**config.mk**
```make
export PLATFORM = sky130hd
export DESIGN_NAME = alu_param
export DESIGN_NICKNAME = d
export VERILOG_FILES = /design/src/rtl/alu_param.sv
export SDC_FILE = /design/constraint.sdc
export NUM_CORES = 1
export LEC_CHECK = 0
export BUFFER_PORTS_ARGS = -buffer_cell sky130_fd_sc_hd__buf_2
export CORE_UTILIZATION = 41
export DETAILED_ROUTE_END_ITERATION = 8
export GPL_ROUTABILITY_DRIVEN = 0
export HOLD_SLACK_MARGIN = 0.06
export PLACE_DENSITY = 0.58
export SLEW_MARGIN = 20
export SYNTH_ARGS = -nofsm -noshare
export SYNTH_HDL_FRONTEND = slang
export SYNTH_SLANG_ARGS = --single-unit
```
**constraint.sdc**
```tcl
create_clock -name clk -period 2.35 [get_ports clk]
set_clock_uncertainty 0.2 [all_clocks]
set_input_delay 0.3525 -clock clk [delete_from_list [all_inputs] [get_ports clk]]
set_output_delay 0.3525 -clock clk [all_outputs]
set_load 0.02 [all_outputs]
```
**src/rtl/alu_param.sv**
```systemverilog
// Multi-cycle parameterised ALU: single-cycle add/sub/AND, shift-add multiply over WIDTH cycles.
// Optional zero/carry flags are built only when ALU_PARAM_FLAGS_EN is defined.
module alu_param #(
  parameter int unsigned WIDTH = 4
) (
  input  logic               clk,
  input  logic               rst,
  input  logic [WIDTH-1:0]   A,
  input  logic [WIDTH-1:0]   B,
  input  logic [1:0]         sel,
  input  logic               CI,
  input  logic               start,
  output logic               busy,
  output logic               done,
  output logic [2*WIDTH-1:0] cout,
  output logic               zero,
  output logic               carry
);

  localparam int unsigned CntW = $clog2(WIDTH);

  localparam logic [1:0] StIdle = 2'd0;
  localparam logic [1:0] StMul  = 2'd1;
  localparam logic [1:0] StDone = 2'd2;

  localparam logic [1:0] OpAdd = 2'b00;
  localparam logic [1:0] OpSub = 2'b01;
  localparam logic [1:0] OpMul = 2'b10;
  localparam logic [1:0] OpAnd = 2'b11;

  logic [1:0]         state_q, state_d;
  logic [2*WIDTH-1:0] mcand_q, mcand_d;
  logic [2*WIDTH-1:0] acc_q, acc_d, acc_next;
  logic [2*WIDTH-1:0] cout_q, cout_d;
  logic [2*WIDTH-1:0] op_res, wr_val;
  logic [WIDTH-1:0]   mplier_q, mplier_d;
  logic [CntW-1:0]    cnt_q, cnt_d;
  logic [WIDTH:0]     sum;
  logic               launch, mul_last, wr_en;

  assign sum      = {1'b0, A} + {1'b0, B} + {{WIDTH{1'b0}}, CI};
  assign launch   = (state_q == StIdle) && start;
  assign mul_last = (state_q == StMul) && (cnt_q == CntW'(WIDTH - 1));
  assign acc_next = acc_q + (mplier_q[0] ? mcand_q : '0);

  // Results are written either on the launch edge (single-cycle ops) or on the last MUL edge.
  assign wr_en  = (launch && (sel != OpMul)) || mul_last;
  assign wr_val = (state_q == StMul) ? acc_next : op_res;

  always_comb begin
    op_res = '0;
    unique case (sel)
      OpAdd:   op_res = {{(WIDTH - 1){1'b0}}, sum};
      OpSub:   op_res = {{WIDTH{1'b0}}, A - B};
      OpMul:   op_res = '0;
      OpAnd:   op_res = {{WIDTH{1'b0}}, A & B};
      default: op_res = '0;
    endcase
  end

  always_comb begin
    state_d  = state_q;
    mcand_d  = mcand_q;
    mplier_d = mplier_q;
    acc_d    = acc_q;
    cnt_d    = cnt_q;
    case (state_q)
      StIdle: begin
        if (start) begin
          mcand_d  = {{WIDTH{1'b0}}, A};
          mplier_d = B;
          acc_d    = '0;
          cnt_d    = '0;
          state_d  = (sel == OpMul) ? StMul : StDone;
        end
      end
      StMul: begin
        acc_d    = acc_next;
        mcand_d  = mcand_q << 1;
        mplier_d = mplier_q >> 1;
        cnt_d    = cnt_q + 1'b1;
        if (mul_last) state_d = StDone;
      end
      StDone:  state_d = StIdle;
      default: state_d = StIdle;
    endcase
  end

  assign cout_d = wr_en ? wr_val : cout_q;

  always_ff @(posedge clk) begin
    if (rst) begin
      state_q  <= StIdle;
      mcand_q  <= '0;
      mplier_q <= '0;
      acc_q    <= '0;
      cnt_q    <= '0;
      cout_q   <= '0;
    end else begin
      state_q  <= state_d;
      mcand_q  <= mcand_d;
      mplier_q <= mplier_d;
      acc_q    <= acc_d;
      cnt_q    <= cnt_d;
      cout_q   <= cout_d;
    end
  end

  assign busy = (state_q != StIdle);
  assign done = (state_q == StDone);
  assign cout = cout_q;

`ifdef ALU_PARAM_FLAGS_EN
  logic zero_q, zero_d, carry_q, carry_d, op_carry;

  // Carry is only meaningful for add (carry-out) and subtract (borrow); multiply writes 0.
  assign op_carry = (sel == OpAdd) ? sum[WIDTH] :
                    (sel == OpSub) ? (A < B)    : 1'b0;
  assign zero_d   = wr_en ? (wr_val == '0) : zero_q;
  assign carry_d  = wr_en ? (launch & op_carry) : carry_q;

  always_ff @(posedge clk) begin
    if (rst) begin
      zero_q  <= 1'b0;
      carry_q <= 1'b0;
    end else begin
      zero_q  <= zero_d;
      carry_q <= carry_d;
    end
  end

  assign zero  = zero_q;
  assign carry = carry_q;
`else
  assign zero  = 1'b0;
  assign carry = 1'b0;
`endif

endmodule

```
# Word level (Yosys, flattened, before mapping)
# Index checks and enable logic that the tools add are counted.
[classes]
add_sub_neg = 5
eq_ne = 9
muxes = 15
bitwise = 1
reduce_logical = 10
[ops]
columns = ["op", "count"]
rows = [
  ["8-bit 2-to-1 mux", 4],
  ["8-bit one-hot mux with 2 select lines", 2],
  ["8-bit one-hot mux with 4 select lines", 1],
  ["8-bit adder", 1],
  ["2-bit == test (second input constant)", 4],
  ["2-bit 2-to-1 mux", 4],
  ["2-bit one-hot mux with 2 select lines", 2],
  ["4-bit one-hot mux with 2 select lines", 1],
  ["2-bit inequality test (second input constant)", 3],
  ["4-bit by 4-bit adder with 5-bit output", 1],
  ["5-bit by 1-bit adder with 5-bit output", 1],
  ["4-bit bitwise AND", 1],
  ["2-bit by 1-bit == test with 1-bit output (second input constant)", 2],
  ["2-bit logical NOT", 2],
  ["4-bit 2-to-1 mux", 1],
  ["2-bit AND reduction", 2],
  ["2-bit nonzero test", 2],
  ["4-bit subtractor", 1],
  ["1-bit logical AND", 3],
  ["2-bit by 1-bit adder with 2-bit output (second input constant)", 1],
  ["1-bit logical OR", 1],
]
[totals]
ff_bits = 32
input_bits = 14
output_inout_bits = 12
word_cells = 46

# Logic depth before layout (Yosys ltp)
# Gate-level depths: netlist (run 1).
[logic_depth]
ltp_word = 4
mapped_depth = 9
mapped_depth_nobuf = 9

# Least setup slack after synthesis (run 1)
# OpenSTA, ideal clock, no wires.
[synth_timing]
kind = "reg-to-reg"
from = "register mplier_q[0]"
to = "register cout_q[6] (netlist: cout[6])"
setup_time_ns = 0.106
arrival_time_ns = 1.876
t_required_ns = 2.044
setup_slack_ns = 0.168
path_stages_with_launch = 8
n_path_buf = 0
period_less_slack_ns = 2.182
cell_sequence = "dfxtp_1 > and2_1 > ha_1 > fa_1 > a211oi_1 > o21bai_1 > a21o_1 > o311ai_0"
[synth_via]
elab_chain_cells = 3
[synth_lines]
columns = ["item", "line_no", "rtl"]
rows = [
  ["start, declared", "36", "logic [WIDTH-1:0] mplier_q, mplier_d;"],
  ["start signal, assigned", "102", "mplier_q <= mplier_d;"],
  ["8-bit 2-to-1 mux", "44", "assign acc_next = acc_q + (mplier_q[0] ? mcand_q : '0);"],
  ["8-bit adder", "44", ""],
  ["8-bit 2-to-1 mux", "48", "assign wr_val = (state_q == StMul) ? acc_next : op_res;"],
  ["end signal, assigned", "105", "cout_q <= cout_d;"],
  ["end, declared", "34", "logic [2*WIDTH-1:0] cout_q, cout_d;"],
]
# No other way between the ends.
# A chain may end at the register's enable or synchronous reset.

# Worst setup path in the final report (run 1)
[layout_timing]
from = "register mcand_q[0]"
to = "register cout_q[4] (netlist: cout[4])"
[layout_via]
elab_chain_cells = 3
[layout_lines]
columns = ["item", "line_no", "rtl"]
rows = [
  ["start, declared", "32", "logic [2*WIDTH-1:0] mcand_q, mcand_d;"],
  ["start signal, assigned", "101", "mcand_q <= mcand_d;"],
  ["8-bit 2-to-1 mux", "44", ""],
  ["8-bit adder", "44", ""],
  ["8-bit 2-to-1 mux", "48", ""],
]
# No other way between the ends.

==> impl_metrics.tcl, run 1 <==
set metrics [dict create \
    clkLatencyLatePin_ns 0.29 \
    min_period_ns 2.23 \
    timing.final.crit_share 0.951 \
    p_seq_frac 0.432 \
    final_nets 306 \
    clkPwrFrac 0.391 \
    dp.final_hpwl_um 3670 \
    p_int_uw 973 \
    ir_worst_vdd_mv 0.317 \
    crit_arrival_ns 2.20 \
    worstHoldPathType "primary input to register" \
    cts_max_path_buffers 2 \
    hold_violations 0 \
    syn_inst 248 \
    fp.dieH_um 73.5 \
    cts_sinks 32 \
    grt_pass1_wl_um 8050 \
    ctsHoldBuffers 0 \
    yosysTopAreaCell "dfxtp_1" \
    ys_types 48 \
    max_freq_mhz 447 \
    rsz0062_at_grt "no" \
    drt_pass1_iterations 4 \
    io_buffers 23 \
    netlist.area_leader.share 0.306 \
    crit_buf_inv 0 \
    ys_top_cells_by_area "dfxtp_1 31%, ha_1 9.0%, nor2_1 4.8%, fa_1 3.8%, nand2_1 3.4%" \
    power.switching_uw 376 \
    ys_warn_count 0 \
    slew_viol_final 0 \
    htree_levels 2 \
    routed_via_density 5.32 \
    whs_ns 0.183 \
    fin_tns_setup_ns 0 \
    antennaDiodeCount 0 \
    area_delta_synth_final_pct 14.9 \
    layout.cells.non_filler 341 \
    leakage_uw 0.00107 \
    dp.cells 333 \
    clkTransAtPathRegs_ns 0.07 \
    drcViolationCount 0 \
    synth-edff-count 0 \
    worst_slew_pin_slew_ns 0.527 \
    max-cap-violations 0 \
    path_max_fanout 4 \
    drive_gt1_frac 0.190 \
    ios 26 \
    critical_path_class "register to register" \
    crit_path_cell_trace "and2_1 -> ha_1 -> fa_2 -> a21o_1 -> a21oi_1 -> xnor2_1 -> a211oi_1 -> nor3_1" \
    grt_pass1_vias 1735 \
    start_kind "register" \
    numCtsBuffers 5 \
    drt_iter0_markers 103 \
    wl_per_cell_um 14.1 \
    grt_usage 0.198 \
    finalWirelength_um 4820 \
    yosys_register_bits 32 \
    coreArea_mm2 0.00482 \
    cp.required_ns 2.32 \
    cts_tree "done" \
    cellPowerDensity_mw_per_mm2 561 \
    crit_path_max_incr_delay_ns 0.39 \
    worstSetupEndpointType "register" \
    synthArstFlopShare 0 \
    synth-main-ff-cell "dfxtp_1" \
    ys_seq_area_frac 0.306 \
    antenna_found_initial 0 \
    ant_nets 0 \
    rows 25 \
    cts-root-buf "clkbuf_8" \
    power.share.switching 0.279 \
    syn_area_per_cell_um2 8.45 \
    p_comb_frac 0.177 \
    start_util 0.435 \
    vias 1814 \
    crit_path_top_delay_cell "fa_2" \
    fp.dieW_um 73.5 \
    mappedNetlistArea_mm2 0.00209 \
    max_slew_margin 0.649 \
    critPathTopFamily "compound AO/OA/AOI/OAI gates" \
    overflow 0 \
    status "finished, final reports clean" \
    grt_start_max_net_pins 25 \
    setup_viol 0 \
    dieArea_mm2 0.00540 \
]
-- through the flow --
| step | util | total power, uW | worst slack [ns] | instance area [um2] |
|---|---|---|---|---|
| floorplan | - | 762 | 0.168 | 2100 |
| global placement | 0.474 | 833 | 0.0446 | 2280 |
| detailed placement | 0.474 | 833 | 0.0303 | 2280 |
| CTS | 0.497 | 1360 | 0.0143 | 2400 |
| global route | 0.500 | 1420 | 0.0197 | 2410 |
| finish | 0.500 | 1350 | 0.115 | 2410 |
-- cells in the final DEF (no fill, tap or decap), types with 2 or more instances in the layout --
cell      count
nor2_1       27
nand2_1      19
or2_2         2
a211oi_2      2
a21oi_1      12
o31ai_1       2
o311ai_1      2
nor3_1        9
xor2_1        2
inv_1        10
o211ai_1      8
a21o_1        5
a311oi_1      6
a211oi_1      3
o21ai_0       4
mux2i_1       2
fa_1          3
nand4_1       2
o21bai_1      3
a22oi_1       9
clkbuf_8      5
ha_1         15
and2_1        7
nand3b_1      6
nor3b_1       2
buf_4        11
and2b_1       2
nor2b_1       5
nor4_1        2
conb_1        2
o21a_1        3
nand3_1       4
buf_2        23
nand2b_1      6
xnor2_1       2
dfxtp_1      32
-- worst paths after layout --
| check | slack (ns) | endpoint | cells after the start | startpoint |
|---|---|---|---|---|
| max | 0.12 | cout[4]$_SDFFE_PP0P_ | 8 | mcand_q[0]$_SDFFE_PP0P_ |
| min | 0.18 | mplier_q[1]$_SDFFE_PP0P_ | 3 | B[1] |
| min reg2reg | 0.25 | cout[2]$_SDFFE_PP0P_ | 2 | cout[2]$_SDFFE_PP0P_ |
| max reg2reg | 0.12 | cout[4]$_SDFFE_PP0P_ | 8 | mcand_q[0]$_SDFFE_PP0P_ |
-- cells by family after synthesis --
kind of cell,after synthesis,synth area share
and+or+nand+nor,97,0.240
muxes,2,0.00956
AOI/OAI and AO/OA,66,0.235
adders and majority gates,19,0.128
xor gates and xnor gates,4,0.0167
buffers and inverters,27,0.0633
DFF,32,0.306
other,1,0.00179
-- cell usage after synthesis, drive strengths merged (3+ instances only) --
| library cell | n |
|---|---|
| nand3 | 4 |
| nor3 | 9 |
| fa | 4 |
| nor2b | 6 |
| a21oi | 13 |
| a211oi | 5 |
| and2 | 7 |
| ha | 15 |
| o21a | 3 |
| nor3b | 3 |
| a22oi | 10 |
| nand3b | 6 |
| o21ai | 4 |
| nand2 | 19 |
| clkbuf | 6 |
| nor2 | 27 |
| o21bai | 3 |
| buf | 11 |
| or2 | 3 |
| nand2b | 6 |
| dfxtp | 32 |
| o211ai | 8 |
| inv | 10 |
| a21o | 5 |
| a311oi | 6 |
-- registers in the layout (all words and copies together) (netlist names) --
signal	count
mcand_q	8
cnt_q	2
cout	8
state_q	2
acc_q	8
mplier_q	4
-- repair_timing --
action / in CTS / in global routing
endpoints found under the setup margin: 0 / 4
buffers inserted: 0 / 0
resized for setup: 0 / 4
hold endpoints to repair: 0 / 0
-- area by class of cell --
type,instances,area [um2]
tap,67,83.8
clock inverter,3,42.5
fill,517,2410
timing repair buffer,34,198
sequential,32,641
inverter,10,37.5
clock buffer,5,68.8
multi-input combinational,190,1340
-- metal layers --
layer / vias to the layer above / wire (um) / part of all wire / track usage
li1: 929 / - / - / -
met1: 838 / 2360 / 0.49 / 0.256
met2: 38 / 2220 / 0.46 / 0.322
met3: 9 / 154 / 0.032 / 0.0439
met4: 0 / 84 / 0.017 / 0.0705
met5: - / 0 / 0 / 0
-- power by group through the flow --
| stage | Clock (uW) | Sequential [uW] | Combinational (uW) |
|---|---|---|---|
| 3_5_place_dp | 0 | 595 | 238 |
| 6_report | 528 | 582 | 239 |
| 4_1_cts | 539 | 583 | 239 |
| 3_3_place_gp | 0 | 594 | 239 |
| 2_1_floorplan | 0 | 599 | 163 |
| 5_1_grt | 564 | 586 | 269 |
-- worst reg2reg max path: stages, from the launching register on --
cell and delay [ns]:
dfxtp_1 0.33, and2_1 0.17, ha_1 0.22, fa_2 0.39, a21o_1 0.17, a21oi_1 0.18
xnor2_1 0.11, a211oi_1 0.27, nor3_1 0.08
Power figures use the tool's default switching activity.
==> inputs of run 2 (changes only) <==
Settings changed: BUFFER_PORTS_ARGS -buffer_cell sky130_fd_sc_hd__buf_2 to -buffer_cell sky130_fd_sc_hd__buf_4.
==> run 2 against run 1 <==
Clock power rose by 11%. Non-clock buffer count increased by 1. Critical endpoint is now cout[6]$_SDFFE_PP0P_. First-iteration DRC count down 44%. Die area unchanged. Worst setup slack improved by 0.012 ns. Design area is 4.0% higher. Maximum frequency up 0.53%. Critical path type unchanged. Sequential share of layout area fell by 1.0 points. Combinational power is 6% higher.
==> impl_metrics.tcl, run 2 (synthesized netlist as in run 1, its figures left out) <==
set metrics [dict create \
    status "finished, final reports clean" \
    max_freq_mhz 450 \
    vias 1822 \
    dp.final_hpwl_um 3730 \
    grt_pass1_wl_um 8360 \
    overflow 0 \
    clkLatencyLatePin_ns 0.29 \
    drt_pass1_iterations 4 \
    crit_arrival_ns 2.22 \
    multi_input_area_mm2 0.00135 \
    wl_per_cell_um 14.5 \
    cellPowerDensity_mw_per_mm2 568 \
    ant_nets 0 \
    cp.required_ns 2.35 \
    ctsHoldBuffers 0 \
    whs_ns 0.184 \
    clkTransAtPathRegs_ns 0.07 \
    area_delta_synth_final_pct 19.5 \
    post_cts_buffers 0 \
    final_nets 307 \
    antennaDiodeCount 0 \
    crit_path_cell_trace "and2_1 -> ha_1 -> fa_2 -> a211oi_1 -> o21bai_1 -> a21o_1 -> o311ai_2" \
    slew_viol_final 0 \
    crit_buf_inv 0 \
    antenna_found_initial 0 \
    dp.cells 334 \
    fillers 498 \
    critPathTopFamily "compound AO/OA/AOI/OAI gates" \
    startpoint "mcand_q[0]$_SDFFE_PP0P_" \
    ir_worst_vdd_mv 0.348 \
    final-seq-area_um2 641 \
    drcViolationCount 0 \
    grt_start_max_net_pins 39 \
    layout.cells.non_filler 342 \
    finalWirelength_um 4970 \
    routed_via_density 5.33 \
    start_kind "register" \
    cts_max_path_buffers 2 \
    grt_pass1_vias 1714 \
    leakage_uw 0.00110 \
    hold_violations 0 \
    worstHoldPathType "primary input to register" \
    fp.dieH_um 73.5 \
    cts-root-buf "clkbuf_8" \
    rows 25 \
    timing.final.crit_share 0.946 \
    fp.dieW_um 73.5 \
    min_from "B[1]" \
    setup_viol 0 \
    critical_path_class "register to register" \
    cts_sinks 32 \
    reg2reg_from "mcand_q[0]$_SDFFE_PP0P_" \
    numCtsBuffers 5 \
    path_max_fanout 4 \
    worstSetupEndpointType "register" \
    layout_commonest_cell "buf_4" \
    start_util 0.435 \
    drive_gt1_frac 0.196 \
    fin_tns_setup_ns 0 \
    htree_levels 2 \
    coreArea_mm2 0.00482 \
    final_cell_mix "35 x buf_4, 32 x dfxtp_1, 27 x nor2_1" \
    dieArea_mm2 0.00540 \
    ios 26 \
    cts_tree "done" \
    io_buffers 23 \
    min_period_ns 2.22 \
    drt_iter0_markers 58 \
    max-cap-violations 0 \
    crit_path_top_delay_cell "fa_2" \
    crit_path_max_incr_delay_ns 0.38 \
    grt_usage 0.205 \
]
run 2: cell count changes in the layout (fill, tap and decap cells not counted):
cell / previous run / this run
a211oi_1: 3 / 4
a211oi_2: 2 / 1
a221oi_2: 1 / 0
a221oi_4: 0 / 1
and2_1: 7 / 6
and2_4: 0 / 1
buf_2: 23 / 0
buf_4: 11 / 35
clkbuf_8: 5 / 7
clkinv_2: 1 / 0
clkinvlp_4: 1 / 0
o311ai_1: 2 / 1
o311ai_2: 0 / 1
run 2: worst paths after layout:
check | end | slack [ns] | cells past startpoint
setup reg to reg | cout[6]$_SDFFE_PP0P_ | 0.13 | 7
hold / removal | mplier_q[1]$_SDFFE_PP0P_ | 0.18 | 3
hold reg to reg | cout[1]$_SDFFE_PP0P_ | 0.26 | 2
setup / recovery | cout[6]$_SDFFE_PP0P_ | 0.13 | 7
run 2: cell type report:
cell class / instances / area share
Multi-Input combinational cell: 190 / 0.540
Sequential cell: 32 / 0.256
Timing Repair Buffer: 35 / 0.105
Clock buffer: 7 / 0.0385
Tap cell: 67 / 0.0335
Inverter: 10 / 0.0150
Clock inverter: 1 / 0.0120
run 2: what timing repair did:
action / in CTS / in global routing
endpoints found under the setup margin: 1 / 5
gates resized for setup: 1 / 5
pin swaps: 0 / 1
run 2: through the flow:
| step | power (uW) | utilization | worst slack (ns) | area, um2 |
|---|---|---|---|---|
| 3_5_place_dp | 847 | 0.488 | 0.0108 | 2350 |
| 5_1_grt | 1490 | 0.520 | -0.0156 | 2500 |
| 2_1_floorplan | 762 | - | 0.168 | 2100 |
| 4_1_cts | 1440 | 0.514 | 0.0519 | 2480 |
| 6_report | 1420 | 0.520 | 0.127 | 2500 |
| 3_3_place_gp | 847 | 0.488 | 0.102 | 2350 |
run 2: tightest hold or removal path, stage by stage:
cell and delay (ns):
buf_4 0.12, nand2_1 0.07, a311oi_1 0.08
run 2: routing by layer:
metal  up-vias  GRT usage  share of wire
met5         -          0              0
met4         0     0.0705          0.014
met3         7     0.0370          0.030
met2        28      0.325           0.48
met1       853      0.279           0.47
li1        934          -              -
run 2: power breakdown:
| group | switching, uW | internal (uW) | leakage, uW |
|---|---|---|---|
| Clock | 214 | 374 | 0.0000645 |
| Combinational | 145 | 108 | 0.000771 |
| Sequential | 16.8 | 565 | 0.000261 |
==> inputs of run 3 (changes only) <==
Settings changed: PLACE_DENSITY 0.58 to 0.56.
Clock period 2.35 ns to 2.4 ns, I/O delays scaled along.
==> run 3 against run 2 <==
Non-clock buffer count fell by 6. First-iteration DRC count rose by 67%. Global-route usage barely moved. Routed wire length fell by 1.8%. Design area fell by 2.5%. Critical path depth rose by 1. Maximum frequency barely moved. Register-to-register slack improved by 0.05 ns. Largest power group unchanged.
==> impl_metrics.tcl, run 3 (synthesized netlist as in run 1, its figures left out) <==
set metrics [dict create \
    cts_max_path_buffers 2 \
    antenna_found_initial 0 \
    drt_pass1_iterations 4 \
    overflow 0 \
    grt_usage 0.205 \
    fp.dieH_um 73.5 \
    antennaDiodeCount 0 \
    timing.final.crit_share 0.926 \
    crit_path_top_delay_cell "fa_2" \
    numCtsBuffers 5 \
    finalWirelength_um 4880 \
    post_dp_cell_area_mm2 0.00230 \
    setup_viol 0 \
    critPathTopFamily "compound AO/OA/AOI/OAI gates" \
    crit_path_max_incr_delay_ns 0.38 \
    routed_via_density 5.27 \
    rows 25 \
    layout_commonest_cell "dfxtp_1" \
    crit_buf_inv 0 \
    clkTransAtPathRegs_ns 0.08 \
    grt_pass1_vias 1671 \
    fp.dieW_um 73.5 \
    drt_iter0_markers 97 \
    worstSetupEndpointType "register" \
    io_buffers 23 \
    min_period_ns 2.22 \
    grt_pass1_wl_um 8270 \
    cts_sinks 32 \
    path_max_fanout 4 \
    crit_path_cell_trace "and2_1 -> ha_1 -> fa_2 -> a21o_1 -> a21oi_1 -> xnor2_1 -> a211oi_1 -> nor3_1" \
    slew_viol_final 0 \
    cp.required_ns 2.37 \
    wl_per_cell_um 14.5 \
    start_kind "register" \
    ios 26 \
    critical_path_class "register to register" \
    max_slew_margin 0.594 \
    area_delta_synth_final_pct 16.5 \
    ir_worst_vdd_mv 0.394 \
    rsz0062_at_grt "no" \
    cts_tree "done" \
    status "finished, final reports clean" \
    drive_gt1_frac 0.171 \
    stdcell_area_mm2 0.00244 \
    cts-root-buf "clkbuf_8" \
    vias 1770 \
    max-cap-violations 0 \
    dp.final_hpwl_um 3650 \
    clkLatencyLatePin_ns 0.29 \
    ant_nets 0 \
    grt_start_max_net_pins 39 \
    drcViolationCount 0 \
    crit_arrival_ns 2.19 \
    worst_slew_pin_slew_ns 0.606 \
    cellPowerDensity_mw_per_mm2 570 \
    final_cell_mix "32 x dfxtp_1, 29 x buf_4, 27 x nor2_1" \
    fillers 489 \
    fin_tns_setup_ns 0 \
    hold_violations 0 \
    leakage_uw 0.00106 \
    worstHoldPathType "primary input to register" \
    htree_levels 2 \
    max_freq_mhz 450 \
    start_util 0.435 \
    final_nets 301 \
    dieArea_mm2 0.00540 \
    coreArea_mm2 0.00482 \
]
run 3: changes by cell type in the layout (fill, tap and decap cells not counted):
cell and change:
a21oi_1 +1, a21oi_2 -1, a221oi_2 +1, a221oi_4 -1, and2_1 +1, and2_4 -1, buf_4 -6
run 3: final timing paths:
kind | startpoint | end | slack (ns) | cells after the start
min reg2reg | cout[2]$_SDFFE_PP0P_ | cout[2]$_SDFFE_PP0P_ | 0.26 | 2
max reg2reg | mcand_q[0]$_SDFFE_PP0P_ | cout[4]$_SDFFE_PP0P_ | 0.18 | 8
max | mcand_q[0]$_SDFFE_PP0P_ | cout[4]$_SDFFE_PP0P_ | 0.18 | 8
min | A[3] | mcand_q[3]$_SDFFE_PP0P_ | 0.18 | 3
run 3: timing repair:
| item | in CTS | in global routing |
|---|---|---|
| gates resized for setup | 0 | 3 |
| buffers inserted | 0 | 0 |
| hold buffers | 0 | 0 |
| setup endpoints to repair | 0 | 2 |
run 3: metal layers:
metal | GRT usage | vias up | wire length, um
li1 | - | 924 | -
met1 | 0.273 | 807 | 2400
met3 | 0.0398 | 5 | 195
met2 | 0.327 | 34 | 2230
met4 | 0.0769 | 0 | 55
met5 | 0 | - | 0
run 3: power breakdown:
group / switching, uW / internal [uW] / total (uW)
registers: 20.6 / 554 / 574
logic: 137 / 99.0 / 236
clock network: 215 / 367 / 581
run 3: layout make-up:
type | instances | area (um2) | share of cell area
tap | 67 | 83.8 | 0.0343
clock buffer | 7 | 96.3 | 0.0395
sequential | 32 | 641 | 0.262
clock inverter | 1 | 30.0 | 0.0123
inverter | 10 | 37.5 | 0.0154
multi-input combinational | 190 | 1340 | 0.547
timing repair buffer | 29 | 218 | 0.0892
run 3: worst min-delay path, cell delays in order:
cell and delay, ns:
buf_4 0.11, nand2_1 0.06, a311oi_1 0.08
run 3: through the flow:
step	setup WS (ns)	hold slack (ns)	utilization	instances	power, uW
global placement	0.123	0.244	0.478	328	822
floorplan	0.218	0.244	-	249	746
CTS	0.0737	0.177	0.505	336	1400
finish	0.178	0.179	0.507	336	1390
detailed placement	0.106	0.252	0.478	328	823
global route	0.0377	0.199	0.507	336	1470
